File: src/rtl/ram_pkg.sv
// ram_pkg: shared types and constants for the 4-byte RAM controller.
//   state_t   : controller FSM states (ST_IDLE, ST_SEL)
//   ADDR_W    : byte address width
//   BYTE_W    : data byte width
//   DEPTH     : number of stored bytes
//   CNT_W     : settle counter width (covers SETTLE values up to 15)
package ram_pkg;

    localparam int ADDR_W = 2;
    localparam int BYTE_W = 8;
    localparam int DEPTH  = 4;
    localparam int CNT_W  = 4;

    typedef enum logic [0:0] {
        ST_IDLE = 1'b0,
        ST_SEL  = 1'b1
    } state_t;

    // Counter value loaded on read accept so that the capture lands SETTLE edges later.
    function automatic logic [CNT_W-1:0] settle_load(input int unsigned settle);
        return CNT_W'(settle - 32'd1);
    endfunction

endpackage

File: src/rtl/ram_byte_array.sv
// ram_byte_array: 4 x 8-bit register array with synchronous write and
// synchronous active-high reset. The whole array is presented flattened so
// it can feed the byte inputs of the mux bank directly.
//   clk     : system clock
//   rst     : synchronous active-high reset, clears every byte
//   wr_en   : write strobe for this edge
//   wr_addr : byte to write
//   wr_data : value to write
//   bytes   : flattened array, byte k on bits [8k+7:8k]
module ram_byte_array
    import ram_pkg::*;
(
    input  logic                    clk,
    input  logic                    rst,
    input  logic                    wr_en,
    input  logic [ADDR_W-1:0]       wr_addr,
    input  logic [BYTE_W-1:0]       wr_data,
    output logic [DEPTH*BYTE_W-1:0] bytes
);

    logic [BYTE_W-1:0]       mem_r [DEPTH];
    logic [DEPTH*BYTE_W-1:0] bytes_s;

    // Storage: clear on reset, otherwise update the addressed byte on a write.
    always_ff @(posedge clk) begin
        if (rst) begin
            for (int k = 0; k < DEPTH; k++) begin
                mem_r[k] <= 8'h00;
            end
        end else if (wr_en) begin
            mem_r[wr_addr] <= wr_data;
        end
    end

    // Flatten the array; every bit comes straight from a storage flop.
    always_comb begin
        bytes_s = '0;
        for (int k = 0; k < DEPTH; k++) begin
            bytes_s[k*BYTE_W +: BYTE_W] = mem_r[k];
        end
    end

    assign bytes = bytes_s;

endmodule

File: src/rtl/ram_ctrl.sv
// ram_ctrl: control and storage stage of the 4-byte RAM.
// Accepts read/write requests over REQ/RDY. Writes update the byte array at
// the accepting edge and keep the controller idle. Reads latch the address on
// the mux selects, pull the active-low enables down, wait SETTLE cycles and
// capture the mux-bank output into RDATA with a one-cycle RVALID strobe.
//   CLK, RST     : clock, synchronous active-high reset
//   REQ, RDY     : request handshake (RDY high only while idle)
//   WE, ADDR     : 1 = write / 0 = read, byte address
//   WDATA        : write byte
//   BYTES        : stored array to the mux bank
//   MUXO         : mux-bank output (selected byte)
//   S1, S0       : mux select, equals the latched read address
//   E1, E2       : active-low mux enables, driven identically
//   RDATA, RVALID: captured read byte and its one-cycle strobe
module ram_ctrl
    import ram_pkg::*;
#(
    parameter int unsigned SETTLE = 1
) (
    input  logic                    CLK,
    input  logic                    RST,
    input  logic                    REQ,
    output logic                    RDY,
    input  logic                    WE,
    input  logic [ADDR_W-1:0]       ADDR,
    input  logic [BYTE_W-1:0]       WDATA,
    output logic [DEPTH*BYTE_W-1:0] BYTES,
    input  logic [BYTE_W-1:0]       MUXO,
    output logic                    S1,
    output logic                    S0,
    output logic                    E1,
    output logic                    E2,
    output logic [BYTE_W-1:0]       RDATA,
    output logic                    RVALID
);

    localparam logic [CNT_W-1:0] SETTLE_LOAD = settle_load(SETTLE);

    state_t              state_r, state_s;
    logic [CNT_W-1:0]    cnt_r, cnt_s;
    logic [ADDR_W-1:0]   sel_r, sel_s;
    logic                en_n_r, en_n_s;
    logic [BYTE_W-1:0]   rdata_r, rdata_s;
    logic                rvalid_r, rvalid_s;
    logic                wr_en_s;

    ram_byte_array u_array (
        .clk     (CLK),
        .rst     (RST),
        .wr_en   (wr_en_s),
        .wr_addr (ADDR),
        .wr_data (WDATA),
        .bytes   (BYTES)
    );

    // Next-state and next-output logic; RVALID is a strobe so it defaults low.
    always_comb begin
        state_s  = state_r;
        cnt_s    = cnt_r;
        sel_s    = sel_r;
        en_n_s   = en_n_r;
        rdata_s  = rdata_r;
        rvalid_s = 1'b0;
        wr_en_s  = 1'b0;
        case (state_r)
            ST_IDLE: begin
                if (REQ) begin
                    if (WE) begin
                        // Write completes in the array at this edge; stay idle.
                        wr_en_s = 1'b1;
                    end else begin
                        sel_s   = ADDR;
                        en_n_s  = 1'b0;
                        cnt_s   = SETTLE_LOAD;
                        state_s = ST_SEL;
                    end
                end else begin
                    state_s = ST_IDLE;
                end
            end
            ST_SEL: begin
                if (cnt_r == 4'd0) begin
                    // Select lines keep their value; only the enables release.
                    rdata_s  = MUXO;
                    rvalid_s = 1'b1;
                    en_n_s   = 1'b1;
                    state_s  = ST_IDLE;
                end else begin
                    cnt_s = cnt_r - 4'd1;
                end
            end
            default: begin
                state_s = ST_IDLE;
                en_n_s  = 1'b1;
            end
        endcase
    end

    // Controller state and output registers; reset overrides every input.
    always_ff @(posedge CLK) begin
        if (RST) begin
            state_r  <= ST_IDLE;
            cnt_r    <= 4'd0;
            sel_r    <= 2'b00;
            en_n_r   <= 1'b1;
            rdata_r  <= 8'h00;
            rvalid_r <= 1'b0;
        end else begin
            state_r  <= state_s;
            cnt_r    <= cnt_s;
            sel_r    <= sel_s;
            en_n_r   <= en_n_s;
            rdata_r  <= rdata_s;
            rvalid_r <= rvalid_s;
        end
    end

    assign RDY    = (state_r == ST_IDLE);
    assign S1     = sel_r[1];
    assign S0     = sel_r[0];
    assign E1     = en_n_r;
    assign E2     = en_n_r;
    assign RDATA  = rdata_r;
    assign RVALID = rvalid_r;

endmodule

File: config.mk
export PLATFORM = sky130hd
export DESIGN_NAME = ram_ctrl
export DESIGN_NICKNAME = d
export VERILOG_FILES = /design/src/rtl/ram_pkg.sv /design/src/rtl/ram_byte_array.sv /design/src/rtl/ram_ctrl.sv
export SDC_FILE = /design/constraint.sdc
export NUM_CORES = 1
export LEC_CHECK = 0
export ABC_AREA = 1
export CAP_MARGIN = 20
export CORE_ASPECT_RATIO = 1.2
export CORE_MARGIN = 2
export CORE_UTILIZATION = 40
export CTS_BUF_LIST = sky130_fd_sc_hd__clkbuf_4 sky130_fd_sc_hd__clkbuf_8
export DETAILED_ROUTE_END_ITERATION = 8
export PLACE_DENSITY = 0.81
export SYNTH_ARGS = -nofsm -noshare
export SYNTH_HDL_FRONTEND = slang
export SYNTH_SLANG_ARGS = --single-unit
File: constraint.sdc
create_clock -name CLK -period 1.6 [get_ports CLK]
set_input_delay 0.4 -clock CLK [delete_from_list [all_inputs] [get_ports CLK]]
set_output_delay 0.4 -clock CLK [all_outputs]
set_load 0.05 [all_outputs]
==> flow_metrics.py, run 1 <==
metrics = {
    "yosys": {
        "synth-seq-cells": 49,
        "syn_inst": 173,
        "synth_area_leader_cell": "edfxtp_1",
        "syn_nets": 196,
        "yosysSeqAreaShare_pct": 68.7,
        "yosysWarnings": 0,
        "synthTopCellsByArea": "edfxtp_1 51%, dfxtp_1 18%, nand2_1 8.1%",
        "postSynthAreaPerCell_um2": 10.9,
        "synth_top_cell_area_share_pct": 50.7,
        "ys_types": 20,
        "syn-cell-area_um2": 1890,
    },
    "worst_hold_path": {
        "min_path_cells": 1,
        "hp-start": "cnt_r[0]",
        "holdCritPathClass": "flop to flop",
    },
    "global_route": {
        "grt_max_degree": 17,
        "grt_pass1_wl_um": 7640,
        "grt_pass1_vias": 1597,
        "antenna_found_initial": 0,
        "grt.overflow.total": 0,
        "groute.usage.overall_pct": 19.6,
    },
    "setup_path": {
        "rrSetupSlack_ns": 0.22,
        "crit_end": "RDY",
        "cp_data_required_time_ns": 1.20,
        "cp-startpoint": "state_r",
        "cp_data_arrival_time_ns": 1.16,
        "rr_startpoint": "state_r",
        "crit_path_start_kind": "flop",
        "criticalPathCategory": "flop to output port",
        "critPathMaxStageDelay_ns": 0.46,
        "rr_worst_depth": 6,
        "critPathMaxFanout": 5,
        "path_cells": "inv_2 -> buf_4 -> buf_12",
        "crit_path_end_kind": "output port",
        "rr_endpoint": "u_array.mem_r[1][6]",
        "cp_slowest_cell": "dfxtp_1",
    },
    "finish": {
        "nNetsFinal": 283,
        "num_antenna_cells": 0,
        "stdcell_count": 319,
        "num-fill-cells": 299,
        "area_growth_syn_to_layout_pct": 74.6,
        "drive_gt1_share_pct": 31.8,
        "final_common_cell": "buf_12",
        "final_cell_mix": "47 x buf_12, 39 x nand2_1, 35 x nor2_1, 32 x edfxtp_1, 21 x clkdlybuf4s50_1",
    },
    "flow_run": {
        "drv_cap": 0,
    },
    "routing": {
        "vias": 1548,
        "first_iter_violations": 52,
        "drc": 0,
        "antenna_left": 0,
        "wl_per_cell_um": 14.9,
        "drtPass1Iterations": 4,
        "routed_via_density": 4.85,
        "drt-total-wl_um": 4760,
    },
    "power_and_ir_drop": {
        "sequentialPowerShare_pct": 51.7,
        "p_int_mw": 2.00,
        "swShare_pct": 28.8,
        "clockPowerShare_pct": 26.5,
        "p_comb_share_pct": 21.8,
        "ir_drop_mv": 0.605,
        "leakagePower_nw": 1.43,
        "powerDensity_nw_per_um2": 849,
        "netSwitchingPower_mw": 0.809,
    },
    "clocking": {
        "cts.sinks": 49,
        "path_clk_slew_ns": 0.09,
        "cts_buffers": 5,
        "cts_max_level": 2,
        "cts_buffer_depth": 2,
        "clockRootBuffer": "clkbuf_8",
        "cts_tree": "yes",
        "insertion_delay_ns": 0.31,
    },
    "placement": {
        "dp_hpwl_um": 3800,
        "dp_cells": 311,
        "io_buffer_count": 67,
        "gp_congestion": 0.811,
    },
    "sta": {
        "drv_slew": 0,
        "hold_viol": 0,
        "period_needed_ns": 1.56,
        "layout_worst_path_cycle_share_pct": 97.7,
        "max-slew-margin-rel_pct": 82.4,
        "worst_pin_slew_ns": 0.264,
        "setup_violations": 0,
        "hold_slack_ns": 0.444,
        "fin_worst_skew_ns": 0.00474,
        "max_freq_ghz": 0.640,
        "rsz0062_at_grt": "false",
    },
    "floorplan": {
        "fp.coreArea_um2": 4560,
        "ios": 68,
        "dieArea_um2": 5300,
        "die_h_um": 79.4,
        "die_w_um": 66.8,
        "start_util_pct": 41.5,
        "rows": 27,
    },
    "outcome": {
        "status": "finished clean",
    },
}
-- cell families (layout without fill, tap and decap cells) --
logic type / count (synthesis) / after routing / synth area share [%]
AO/OA/AOI/OAI: 9 / 9 / 2.71
adder cells (fa/ha/maj): 1 / 1 / 0.660
buffers and inverters: 23 / 111 / 4.89
flip-flops: 49 / 49 / 68.7
AND/OR/NAND/NOR: 91 / 91 / 23.1
-- power groups by stage --
stage | combinational [mW] | sequential [mW] | clock, mW
global placement | 0.600 | 1.48 | 0
CTS | 0.617 | 1.45 | 0.749
detailed placement | 0.613 | 1.48 | 0
floorplan | 0.0982 | 1.63 | 0
finish | 0.613 | 1.45 | 0.743
global route | 0.639 | 1.46 | 0.792
-- worst max-delay path, delay by kind of cell, from the launching register on --
kind / cells / cell delay [ns]
buffers and inverters: 3 / 0.39
flip-flops: 1 / 0.46
-- timing repair --
item                       CTS  global route
resized for setup            2             0
hold buffers                 0             0
setup endpoints to repair   16             0
setup buffers                0             0
-- registers in the layout, indices dropped and copies added, names as in the netlist --
register,cells
u_array.mem_r,32
state_r,1
E1,1
cnt_r,4
RDATA,8
sel_r,2
RVALID,1
-- per-layer routing --
metal / wire length (um) / vias up / global-route usage, % / share of wire [%]
met3: 450 / 16 / 5.78 / 9.5
met4: 163 / 0 / 10.0 / 3.4
li1: - / 731 / - / -
met1: 1630 / 710 / 20.6 / 34
met2: 2510 / 91 / 34.6 / 53
met5: 0 / - / 0 / 0
-- cell usage after synthesis (all sizes together) --
library cell and n:
nand3 10, o31ai 1, inv 22, nand2 42, nand4 1, nand3b 1
a21oi 5, dfxtp 17, o21ai 3, buf 1, nor2 37, edfxtp 32
ha 1
-- worst min-delay path by stage --
stage	to	slack, ns
after floorplan	cnt_r[0]	0.40
after global placement	cnt_r[0]	0.41
after detailed placement	cnt_r[0]	0.43
after CTS	cnt_r[0]	0.44
after global routing	cnt_r[0]	0.48
final	cnt_r[0]	0.44
-- area by class of cell --
| cell class | instances | area, um^2 | share of cell area [%] |
|---|---|---|---|
| Multi-Input combinational cell | 101 | 510 | 15.4 |
| Timing Repair Buffer | 81 | 1250 | 37.7 |
| Tap cell | 58 | 72.6 | 2.19 |
| Clock inverter | 3 | 21.3 | 0.643 |
| Inverter | 22 | 85.1 | 2.57 |
| Sequential cell | 49 | 1300 | 39.3 |
| Clock buffer | 5 | 68.8 | 2.08 |
-- metrics by stage --
step	power (mW)	setup WS (ns)	setup TNS [ns]	instance area, um^2	util (%)
final	2.81	0.0375	0	3310	72.5
after global routing	2.89	0.0100	0	3310	72.5
after CTS	2.82	0.0405	0	3310	72.5
after detailed placement	2.10	-0.349	-13.56	3210	70.5
after global placement	2.08	-0.252	-8.64	3210	70.5
after floorplan	1.73	0.0205	0	1900	-
Note: power is estimated with default switching activity, not from simulation.
==> run 2: changes to the inputs <==
CORE_UTILIZATION = 41   (was 40)
PLACE_DENSITY = 0.82   (was 0.81)
==> flow_metrics.py, run 2 (synthesis gave the netlist of run 1 again) <==
metrics = {
    "setup_path": {
        "rr_endpoint": "u_array.mem_r[3][3]",
        "rr_startpoint": "state_r",
        "crit_buf_inv": 3,
        "cp_slowest_cell": "clkdlybuf4s50_1",
        "path_cells": "clkdlybuf4s50_1 -> inv_1 -> o31ai_2 -> buf_4",
        "critPathTopFamily": "buffers and inverters",
        "critPathMaxStageDelay_ns": 0.49,
        "critPathMaxFanout": 8,
        "criticalPathCategory": "input pin to flop",
        "cp_data_required_time_ns": 1.62,
        "crit_path_start_kind": "input pin",
        "rrSetupSlack_ns": 0.18,
        "rr_worst_depth": 5,
        "cp_data_arrival_time_ns": 1.49,
        "crit_path_end_kind": "flop",
    },
    "sta": {
        "setup_violations": 0,
        "max-slew-margin-rel_pct": 82.0,
        "hold_viol": 0,
        "fin_setup_tns_ns": 0,
        "rsz0062_at_grt": "false",
        "period_needed_ns": 1.48,
        "worst_pin_slew_ns": 0.270,
        "max_freq_ghz": 0.678,
        "hold_slack_ns": 0.433,
        "fin_worst_skew_ns": 0.00645,
        "drv_slew": 0,
        "layout_worst_path_cycle_share_pct": 92.2,
    },
    "global_route": {
        "grt_pass1_vias": 1515,
        "groute.usage.overall_pct": 18.6,
        "grt_pass1_wl_um": 7160,
        "antenna_found_initial": 0,
        "grt.overflow.total": 0,
        "grt_max_degree": 16,
    },
    "clocking": {
        "cts_buffer_depth": 2,
        "cts_max_level": 2,
        "cts_setup_buffers": 0,
        "path_clk_slew_ns": 0.09,
        "insertion_delay_ns": 0.30,
        "cts.sinks": 49,
        "clockRootBuffer": "clkbuf_8",
        "cts_tree": "yes",
        "cts_buffers": 5,
    },
    "routing": {
        "vias": 1539,
        "antenna_left": 0,
        "drtPass1Iterations": 4,
        "wl_per_cell_um": 13.5,
        "first_iter_violations": 57,
        "drt-total-wl_um": 4350,
        "drc": 0,
        "routed_via_density": 4.76,
    },
    "floorplan": {
        "start_util_pct": 41.8,
        "rows": 27,
        "die_w_um": 66.1,
        "dieArea_um2": 5180,
        "ios": 68,
        "die_h_um": 78.5,
        "fp.coreArea_um2": 4530,
    },
    "worst_hold_path": {
        "hp-start": "cnt_r[0]",
        "worstHoldEndpoint": "cnt_r[0]",
        "min_path_cells": 1,
        "holdCritPathClass": "flop to flop",
    },
    "power_and_ir_drop": {
        "leakagePower_nw": 1.47,
        "ir_drop_mv": 0.569,
        "powerDensity_nw_per_um2": 831,
    },
    "finish": {
        "nNetsFinal": 287,
        "num-fill-cells": 300,
        "largest_reg_flops": 32,
        "area_growth_syn_to_layout_pct": 77.1,
        "largest_register": "u_array.mem_r",
        "ff_latch_area_um2": 1300,
        "num_antenna_cells": 0,
        "multiInputGateArea_um2": 508,
        "drive_gt1_share_pct": 32.5,
        "final_common_cell": "buf_12",
        "final_cell_mix": "48 x buf_12, 40 x nand2_1, 35 x nor2_1, 32 x edfxtp_1, 19 x clkdlybuf4s50_1",
    },
    "placement": {
        "io_buffer_count": 67,
        "dp_hpwl_um": 3600,
        "gp_congestion": 0.886,
    },
    "flow_run": {
        "drv_cap": 0,
    },
    "outcome": {
        "status": "finished clean",
    },
}
## run 2: metrics by stage
stage	worst slack, ns	instances	cell area (um^2)	utilization (%)	total power, mW
after floorplan	0.0205	173	1900	-	1.73
after global placement	-0.274	315	3260	71.9	2.09
after detailed placement	-0.309	315	3260	71.9	2.11
after CTS	0.00645	323	3350	73.9	2.81
after global routing	0.0839	323	3350	74.1	2.88
final	0.125	323	3350	74.1	2.79
## run 2: timing repair
action                                  4_1_cts  5_1_grt
hold buffers                                  0        0
endpoints found under the setup margin        0       16
gates resized for setup                       0        3
## run 2: metal layers
metal	up-vias	wire length (um)	share of wire [%]	track usage, %
met3	10	392	9.0	6.30
met2	88	2380	55	33.3
met1	702	1480	34	18.9
li1	739	-	-	-
met5	-	0	0	0
met4	0	99	2.3	8.98
## run 2: how the worst max path moves through the flow
stage,from,depth (start not counted),end,slack (ns)
2_1_floorplan,state_r,3,u_array.mem_r[3][0],0.02
3_3_place_gp,WE,5,u_array.mem_r[3][2],-0.27
3_5_place_dp,WE,5,u_array.mem_r[2][5],-0.31
4_1_cts,WE,5,u_array.mem_r[2][0],0.006
5_1_grt,ADDR[0],4,u_array.mem_r[3][3],0.08
6_report,ADDR[0],4,u_array.mem_r[3][3],0.12
## run 2: power by group
group / internal, mW / switching, mW / total [mW]
combinational: 0.298 / 0.322 / 0.621
sequential: 1.40 / 0.0516 / 1.45
clock: 0.325 / 0.391 / 0.716
## run 2: layout make-up
type	instances	area share [%]
Multi-Input combinational cell	101	15.1
Clock inverter	2	0.448
Timing Repair Buffer	85	38.6
Tap cell	58	2.16
Clock buffer	6	2.28
Inverter	22	2.54
Sequential cell	49	38.8
